===== config.mk =====
export PLATFORM = sky130hd
export DESIGN_NAME = touch_sense_mc_flat
export DESIGN_NICKNAME = d
export VERILOG_FILES = /design/src/rtl/touch_sense_mc_if.sv /design/src/rtl/touch_sense_mc.sv /design/src/flat_wrapper.sv
export SDC_FILE = /design/constraint.sdc
export NUM_CORES = 1
export LEC_CHECK = 0
export BUFFER_PORTS_ARGS = -buffer_cell sky130_fd_sc_hd__buf_2
export CAP_MARGIN = 20
export CORE_MARGIN = 3
export CORE_UTILIZATION = 30
export CTS_CLUSTER_SIZE = 20
export DETAILED_ROUTE_END_ITERATION = 16
export PLACE_DENSITY = 0.55
export SLEW_MARGIN = 30
export SYNTH_ARGS = -nofsm -noshare
export SYNTH_HDL_FRONTEND = slang
export SYNTH_SLANG_ARGS = --single-unit
export TNS_END_PERCENT = 5

===== constraint.sdc =====
create_clock -name clk -period 2.4 [get_ports clk]
set_input_delay 0.36 -clock clk [delete_from_list [all_inputs] [get_ports clk]]
set_output_delay 0.36 -clock clk [all_outputs]
set_load 0.05 [all_outputs]

===== src/rtl/touch_sense_mc_if.sv =====
// Core bus (cs/we/address) shared by the peripheral cores; the master drives requests and the core returns read data.
interface touch_sense_mc_if;
    logic        cs;
    logic        we;
    logic [7:0]  address;
    logic [31:0] write_data;
    logic [31:0] read_data;
    logic        ready;

    modport master (output cs, we, address, write_data, input read_data, ready);
    modport slave  (input cs, we, address, write_data, output read_data, ready);
endinterface


===== src/rtl/touch_sense_mc.sv =====
// Multi-channel touch sensor handler: synchronise and debounce NUM_CH raw inputs, latch
// per-channel events (legacy latch FSM or edge mode) and count presses.
module touch_sense_mc #(
    parameter int NUM_CH          = 4,
    parameter int DEBOUNCE_CYCLES = 16
) (
    input  logic              clk,
    input  logic              reset,
    input  logic [NUM_CH-1:0] touch_event,
    touch_sense_mc_if.slave   bus
);
    localparam int               CNT_W       = $clog2(DEBOUNCE_CYCLES) + 1;
    localparam logic [CNT_W-1:0] CNT_LAST    = CNT_W'(DEBOUNCE_CYCLES - 1);
    localparam logic [7:0]       ADDR_STATUS = 8'h09;
    localparam logic [7:0]       ADDR_LEVEL  = 8'h0a;
    localparam logic [7:0]       ADDR_CTRL   = 8'h0b;
    localparam logic [7:0]       ADDR_COUNT  = 8'h10;

    typedef enum logic [1:0] {ST_IDLE, ST_EVENT, ST_WAIT} ch_state_t;

    logic [NUM_CH-1:0] sync1, sync2, level, level_d, flag;
    logic [CNT_W-1:0]  deb_cnt   [NUM_CH];
    logic [7:0]        press_cnt [NUM_CH];
    ch_state_t         state     [NUM_CH];

    logic [NUM_CH-1:0] en_mask;
    logic              mode;
    logic [1:0]        edge_sel;

    logic              wr, ctrl_wr, status_wr, mode_flip;
    logic [NUM_CH-1:0] w1c, cnt_clr, rise, fall, edge_set, legacy_set;

    // Upper write-data bits have no register behind them.
    logic unused_wdata;
    assign unused_wdata = ^{bus.write_data[31:11], bus.write_data[7:0]};

    assign wr        = bus.cs && bus.we;
    assign ctrl_wr   = wr && (bus.address == ADDR_CTRL);
    assign status_wr = wr && (bus.address == ADDR_STATUS);
    assign mode_flip = ctrl_wr && (bus.write_data[8] != mode);
    assign w1c       = status_wr ? bus.write_data[NUM_CH-1:0] : '0;
    assign rise      = level & ~level_d;
    assign fall      = ~level & level_d;
    assign edge_set  = en_mask & ((rise & {NUM_CH{edge_sel[0]}}) | (fall & {NUM_CH{edge_sel[1]}}));
    assign bus.ready = bus.cs;

    // NOTE: every signal written in always_comb gets a default first, otherwise a latch is inferred.
    always_comb begin
        cnt_clr    = '0;
        legacy_set = '0;
        for (int i = 0; i < NUM_CH; i++) begin
            cnt_clr[i]    = wr && (bus.address == ADDR_COUNT + 8'(i));
            legacy_set[i] = (state[i] == ST_IDLE) && en_mask[i] && level[i];
        end
    end

    always_comb begin
        bus.read_data = '0;
        if (bus.cs) begin
            if (bus.address == ADDR_STATUS) begin
                bus.read_data[NUM_CH-1:0] = flag;
            end else if (bus.address == ADDR_LEVEL) begin
                bus.read_data[NUM_CH-1:0] = level;
            end else if (bus.address == ADDR_CTRL) begin
                bus.read_data[NUM_CH-1:0] = en_mask;
                bus.read_data[8]          = mode;
                bus.read_data[10:9]       = edge_sel;
            end else begin
                for (int i = 0; i < NUM_CH; i++) begin
                    if (bus.address == ADDR_COUNT + 8'(i)) begin
                        bus.read_data[7:0] = press_cnt[i];
                    end
                end
            end
        end
    end

    // NOTE: sequential state uses non-blocking assignments only, so every register samples pre-edge values.
    always_ff @(posedge clk) begin
        if (reset) begin
            sync1    <= '0;
            sync2    <= '0;
            level    <= '0;
            level_d  <= '0;
            flag     <= '0;
            en_mask  <= '1;
            mode     <= 1'b0;
            edge_sel <= 2'b01;
            // NOTE: these small per-channel arrays are state with defined reset values, so they are reset like any flop.
            for (int i = 0; i < NUM_CH; i++) begin
                deb_cnt[i]   <= '0;
                press_cnt[i] <= '0;
                state[i]     <= ST_IDLE;
            end
        end else begin
            sync1   <= touch_event;
            sync2   <= sync1;
            level_d <= level;

            if (ctrl_wr) begin
                en_mask  <= bus.write_data[NUM_CH-1:0];
                mode     <= bus.write_data[8];
                edge_sel <= bus.write_data[10:9];
            end

            for (int i = 0; i < NUM_CH; i++) begin
                // Debounce: level follows sync2 only after DEBOUNCE_CYCLES consecutive differing cycles.
                if (sync2[i] != level[i]) begin
                    if (deb_cnt[i] == CNT_LAST) begin
                        level[i]   <= ~level[i];
                        deb_cnt[i] <= '0;
                    end else begin
                        deb_cnt[i] <= deb_cnt[i] + CNT_W'(1);
                    end
                end else begin
                    deb_cnt[i] <= '0;
                end

                if (cnt_clr[i]) begin
                    press_cnt[i] <= '0;
                end else if (rise[i] && en_mask[i] && (press_cnt[i] != 8'hff)) begin
                    press_cnt[i] <= press_cnt[i] + 8'd1;
                end

                // A set in the same cycle as W1C wins; a mode change overrides both.
                if (mode_flip) begin
                    flag[i]  <= 1'b0;
                    state[i] <= ST_IDLE;
                end else if (mode) begin
                    flag[i]  <= (flag[i] & ~w1c[i]) | edge_set[i];
                    state[i] <= ST_IDLE;
                end else begin
                    flag[i] <= (flag[i] & ~w1c[i]) | legacy_set[i];
                    case (state[i])
                        ST_IDLE:  if (en_mask[i] && level[i]) state[i] <= ST_EVENT;
                        ST_EVENT: if (w1c[i])                 state[i] <= ST_WAIT;
                        ST_WAIT:  if (!level[i])              state[i] <= ST_IDLE;
                        default:                              state[i] <= ST_IDLE;
                    endcase
                    if (!en_mask[i]) state[i] <= ST_IDLE;
                end
            end
        end
    end
endmodule


===== src/flat_wrapper.sv =====
// flat-port wrapper written by rule: the top's interface ports become plain ports
module touch_sense_mc_flat 
#(
    parameter int NUM_CH          = 4,
    parameter int DEBOUNCE_CYCLES = 16
)
  (clk, reset, touch_event, bus_cs, bus_we, bus_address, bus_write_data, bus_read_data, bus_ready);
  touch_sense_mc_if bus_i ();
  input  logic clk;
  input  logic reset;
  input  logic [NUM_CH-1:0] touch_event;
  input wire logic [$bits(bus_i.cs)-1:0] bus_cs;
  input wire logic [$bits(bus_i.we)-1:0] bus_we;
  input wire logic [$bits(bus_i.address)-1:0] bus_address;
  input wire logic [$bits(bus_i.write_data)-1:0] bus_write_data;
  output wire logic [$bits(bus_i.read_data)-1:0] bus_read_data;
  output wire logic [$bits(bus_i.ready)-1:0] bus_ready;
  assign bus_i.cs = bus_cs;
  assign bus_i.we = bus_we;
  assign bus_i.address = bus_address;
  assign bus_i.write_data = bus_write_data;
  assign bus_read_data = bus_i.read_data;
  assign bus_ready = bus_i.ready;
  touch_sense_mc #(.NUM_CH(NUM_CH), .DEBOUNCE_CYCLES(DEBOUNCE_CYCLES)) u_core (.clk(clk), .reset(reset), .touch_event(touch_event), .bus(bus_i));
endmodule

==> results of run 1 <==
==> state kept, by name (all words and copies together) (netlist names) <==
register	flops
u_core.sync1	4
u_core.state	8
u_core.level	4
u_core.mode	1
u_core.flag	4
u_core.level_d	4
u_core.deb_cnt	20
u_core.en_mask	4
u_core.edge_sel	2
u_core.sync2	4
u_core.press_cnt	32
==> worst max path at each step <==
stage | cells past startpoint | end | startpoint
floorplan | 6 | bus_read_data[2] | bus_address[2]
global placement | 6 | bus_read_data[2] | bus_address[2]
detailed placement | 6 | bus_read_data[2] | bus_address[2]
CTS | 6 | bus_read_data[3] | bus_address[2]
global route | 6 | bus_read_data[1] | bus_address[6]
finish | 6 | bus_read_data[2] | bus_address[6]
==> critical path: cells and delay by family <==
family          cells  cell delay [ns]
compound gates      2             0.29
buf+inv             2             0.32
simple gates        2             1.03
==> kinds of logic (layout without fill, tap and decap cells) <==
logic type      count (synthesis)  after routing
flops                          87             87
mux                            18             18
other cells                     2             42
fa+ha+maj                      12             12
xor+xnor                       37             37
compound gates                 62             62
simple gates                  207            207
buf+inv                        62             88
==> cell usage in the layout (no fill, tap or decap), types with 3 or more instances in the layout <==
cell,Yosys,routed
a211oi_1,3,3
a21oi_1,12,12
a22oi_1,4,4
a31oi_1,5,5
and2_1,8,8
and3_1,14,14
and3b_1,3,3
buf_2,3,30
buf_4,24,18
clkbuf_16,0,10
conb_1,2,41
dfxtp_1,27,27
edfxtp_1,60,60
ha_1,12,12
inv_1,23,23
mux2i_1,14,14
mux4_2,4,4
nand2_1,36,36
nand2b_1,3,3
nand3_1,21,21
nand4b_1,5,5
nor2_1,74,74
nor2b_1,12,12
nor3_1,10,8
nor4_1,4,4
o21ai_0,8,8
o21ai_1,4,3
o22ai_1,7,5
o2bb2ai_1,4,4
o31ai_1,5,4
or3_1,4,4
xnor2_1,22,22
xor2_1,15,15
==> layout make-up <==
type	count	area, um^2	area share
clock inverters	2	35.03	0.006189
inverters	23	86.33	0.01525
flip-flops and latches	87	2342	0.4138
multi-input cells	377	2349	0.4149
clock buffers	14	285.3	0.05040
repair buffers	49	296.5	0.05239
diodes	1	2.502	0.0004421
well taps	211	264.0	0.04664
==> power groups by stage <==
stage                     sequential (mW)  combinational [mW]  clock (mW)
after floorplan                      1.71               0.243           0
after global placement               1.72               0.274           0
after detailed placement             1.72               0.277           0
after CTS                            1.69               0.280        1.53
after global routing                 1.70               0.312        1.59
final                                1.69               0.282        1.49
==> synthesized netlist by cell type, drive strengths merged (7+ instances only) <==
library cell   n
nor2          75
edfxtp        60
nand2         36
buf           30
dfxtp         27
inv           23
xnor2         22
nand3         21
xor2          15
and3          14
mux2i         14
a21oi         12
ha            12
nor2b         12
o21ai         12
nor3          10
clkbuf         9
and2           8
o22ai          7
==> timing repair <==
action | CTS | global route
pin swaps | 0 | 3
endpoints found under the hold margin | 0 | 0
resized for setup | 4 | 7
endpoints found under the setup margin | 4 | 4
==> through the flow <==
step                      cells  power (mW)  area, um^2  setup WS, ns
after floorplan             526       1.952        4994       -0.1497
after global placement      747       1.994        5293      -0.04721
after detailed placement    747       2.001        5298      -0.08165
after CTS                   763       3.504        5630      0.005220
after global routing        764       3.597        5660      -0.01628
final                       764       3.468        5660       0.02764
==> routing by layer <==
metal  part of all wire  global-route usage
met5                  0                   0
met4              0.023             0.05658
met3              0.066             0.03536
met2               0.43              0.1848
met1               0.48              0.1761
==> out/metrics.cfg, run 1 <==
[run_status]
status=finished clean

[synthesis]
async_reset_ff_frac=0
syn_inst=487
yosys.area.top_type=edfxtp_1
syn_area_mm2=0.004841
yosysWarnings=0
synth_top_area_frac=0.3722
synthDistinctLibCells=54
ys_seq_area_frac=0.4838
synth_top_family_by_area=simple AND/OR/NAND/NOR gates
synth_area_leaders=edfxtp_1, dfxtp_1, nor2_1
muxShareOfSynthArea=0.04756
synth_top_flop_cell=edfxtp_1
synth_simple_gate_area_frac=0.2161
synth.avg_cell_area_um2=9.940
synthAdderAreaFrac=0.03102
synth_compound_area_frac=0.08400
ys_ff_latch=87
synth_xor_xnor_area_share=0.06694
synth-edff-count=60

[drt]
drt-pass1-iter-count=5
vias=3649
drc_errors=0
dr.first_iter.drc_count=313
post_drt_via_cell_ratio=4.776
wl_per_cell_um=14.22
wl_um=10870
antenna_left=0

[timing]
period_share=0.9885
fin_tns_setup_ns=0
rsz0062_at_grt=yes
maxSlewHeadroom=0.5087
fin_skew_ns=0.008179
drv_slew=0
finalCriticalPeriod_ns=2.372
final-setup-viol-count=0
holdWs_ns=0.2250
hold_violations=0
timing.fmax_ghz=0.4215
worstMarginPinSlew_ns=0.7325

[setup_path]
reg2reg_slack_ns=0.47
cp.required_ns=2.04
worstPathArrival_ns=2.01
path_class=input pin to output port
crit_path_max_fanout=8
crit_path_end_kind=output port
worstPathCellList=buf_2 > or4_4 > or3_4 > o21ai_1 > o22ai_1 > buf_4
r2r_cells=4
cpPeakStageDelay_ns=0.63
rr_startpoint=u_core.press_cnt[0][8]$_SDFFCE_PN0P_
worst_setup_path_start_kind=input pin
slowest_stage=or4_4
reg2reg_to=u_core.press_cnt[0][11]$_SDFFCE_PN0P_

[worst_hold_path]
hold_class=input pin to flip-flop
hold_depth=2
hold_path_startpoint=touch_event[1]
hold-path-endpoint=u_core.sync1[1]$_SDFF_PP0_

[pwr]
power_frac_clock=0.431
p_leak_nw=2.162
internal-power_mw=2.660
powerDensity_mw_per_mm2=612.6
peakVddDrop_mv=0.3253
switchingPower_mw=0.8083
power.share.combinational=0.081
swShare=0.2331
p_seq_frac=0.488

[global_route]
grt_usage=0.1272
grt_max_degree=23
grt_pass1_vias=3518
grt_overflow=0
grt_pass1_wl_um=17910
antenna_found_initial=1

[clock_tree]
cts_tree=done
cts_root_buffer=clkbuf_16
clk_pin_slew_ns=0.06
hold_buffers=0
cts_sinks=87
h-tree-depth=3
clock_latency_ns=0.35
cts_setup_buffers=0
clockBufferDepth=2
cts_made_buffers=9

[finish]
synthToLayoutAreaGrowth_pct=16.93
drive_gt1_frac=0.1413
nets=607
utilization=0.3656
nFillCells=1570

[place]
gp_congestion=0.8673
io_buffer_count=34
dpl.hpwl_um=8210

[flow_run]
cap_violations=0

[die]
chipWidth_um=133.0
pin_count=81
coreArea_mm2=0.01548
die_area_mm2=0.01770
row_count=45
initial_core_util=0.3126
fp.dieH_um=133.0

Note: power is estimated with default switching activity, not from simulation.
==> run 2: changes to the inputs <==
--- a/constraint.sdc
+++ b/constraint.sdc
@@ -3,2 +3,2 @@
 set_output_delay 0.36 -clock clk [all_outputs]
-set_load 0.05 [all_outputs]
+set_load 0.005 [all_outputs]
==> out/metrics.cfg, run 2 (same netlist as run 1, synthesis figures left out) <==
[run_status]
status=finished clean

[setup_path]
crit_path_end_kind=output port
reg2reg_to=u_core.press_cnt[0][11]$_SDFFCE_PN0P_
crit_end=bus_read_data[1]
r2r_cells=5
crit_path_max_fanout=10
cp.required_ns=2.04
crit_start=bus_address[2]
rr_startpoint=u_core.press_cnt[0][8]$_SDFFCE_PN0P_
worst_setup_path_start_kind=input pin
reg2reg_slack_ns=0.54
worstPathArrival_ns=1.94
path_class=input pin to output port

[drt]
post_drt_via_cell_ratio=4.699
drt-pass1-iter-count=4
drc_errors=0
wl_um=10820
wl_per_cell_um=14.15
antenna_left=0
vias=3595
dr.first_iter.drc_count=231

[global_route]
grt_usage=0.1258
grt_overflow=0
grt_pass1_vias=3527
grt_pass1_wl_um=17600
grt_max_degree=24
antenna_found_initial=0

[finish]
utilization=0.3651
nets=609
fin_area_mm2=0.005653
most-common-layout-cells=nor2_1, edfxtp_1, conb_1
reg_top3=u_core.press_cnt (32), u_core.deb_cnt (20), u_core.state (8)
drive_gt1_frac=0.1354
largest_reg_flops=32
diodes=0
top_register=u_core.press_cnt
final_common_cell=nor2_1
synthToLayoutAreaGrowth_pct=16.77

[pwr]
peakVddDrop_mv=0.3527
power_frac_clock=0.449
p_leak_nw=2.173
swShare=0.2150
internal-power_mw=2.723
switchingPower_mw=0.7459
power.share.combinational=0.063
p_seq_frac=0.487
powerDensity_mw_per_mm2=613.6

[timing]
holdWs_ns=0.2191
finalCriticalPeriod_ns=2.297
period_share=0.9572
rsz0062_at_grt=no
drv_slew=0
timing.fmax_ghz=0.4353
fin_skew_ns=0.007481
final-setup-viol-count=0
hold_violations=0
fin_tns_setup_ns=0

[clock_tree]
h-tree-depth=3
cts_made_buffers=9
clockBufferDepth=2
clk_pin_slew_ns=0.06
cts_setup_buffers=0
clock_latency_ns=0.34
cts_resized=0
hold_buffers=0
cts_root_buffer=clkbuf_16
cts_tree=done
cts_sinks=87

[flow_run]
cap_violations=0

[die]
row_count=45
coreArea_mm2=0.01548
chipWidth_um=133.0
initial_core_util=0.3126
fp.dieH_um=133.0
pin_count=81
die_area_mm2=0.01770

[place]
io_buffer_count=34
gp_congestion=0.8077
placed_cell_area_mm2=0.005301
dpl.hpwl_um=8135

[worst_hold_path]
hold_class=input pin to flip-flop

==> run 2: cell count changes in the layout (fill, tap and decap cells not counted), moves of 2 or more <==
| cell | before | now |
|---|---|---|
| o22ai_1 | 5 | 7 |
| buf_2 | 30 | 34 |
| clkbuf_16 | 10 | 13 |
| nor3_1 | 8 | 10 |
| o22ai_2 | 2 | 0 |
==> run 2: cell type report <==
cell class / instances / area (um^2)
Clock buffer: 15 / 342.8
Clock inverter: 1 / 8.758
Fill cell: 1562 / 9831
Inverter: 23 / 86.33
Multi-Input combinational cell: 377 / 2311
Sequential cell: 87 / 2342
Tap cell: 211 / 264.0
Timing Repair Buffer: 51 / 297.8
==> run 2: worst max-delay path, stage by stage <==
cell and delay [ns]:
buf_2 0.11, or4_4 0.62, or3_4 0.44, o21ai_1 0.13, o22ai_1 0.12, buf_2 0.15
==> run 2: how the worst min path moves through the flow <==
stage / start / endpoint / slack (ns) / cells after the start
floorplan: u_core.sync1[0]$_SDFF_PP0_ / u_core.sync2[0]$_SDFF_PP0_ / 0.41 / 1
global placement: u_core.sync1[3]$_SDFF_PP0_ / u_core.sync2[3]$_SDFF_PP0_ / 0.42 / 1
detailed placement: u_core.sync1[3]$_SDFF_PP0_ / u_core.sync2[3]$_SDFF_PP0_ / 0.43 / 1
CTS: touch_event[3] / u_core.sync1[3]$_SDFF_PP0_ / 0.21 / 2
global route: touch_event[3] / u_core.sync1[3]$_SDFF_PP0_ / 0.23 / 2
finish: touch_event[3] / u_core.sync1[3]$_SDFF_PP0_ / 0.22 / 2
==> run 2: power by group through the flow <==
stage / clock (mW) / sequential (mW) / combinational (mW)
final: 1.56 / 1.69 / 0.219
after CTS: 1.60 / 1.69 / 0.219
after global routing: 1.66 / 1.70 / 0.246
after detailed placement: 0 / 1.72 / 0.217
after global placement: 0 / 1.72 / 0.212
after floorplan: 0 / 1.71 / 0.172
==> run 2: per-layer routing <==
metal  track usage  share of wire  up-vias
li1              -              -     1804
met1        0.1606           0.45     1708
met2        0.2088           0.48       74
met3       0.03346          0.056        9
met4       0.03811          0.012        0
met5             0              0        -
==> run 2: stage by stage <==
| stage | power [mW] | setup WS [ns] | cells |
|---|---|---|---|
| detailed placement | 1.940 | 0.06615 | 749 |
| global route | 3.602 | 0.006162 | 765 |
| CTS | 3.511 | 0.06542 | 765 |
| floorplan | 1.881 | 0.3975 | 526 |
| global placement | 1.933 | 0.07516 | 749 |
| finish | 3.469 | 0.1026 | 765 |
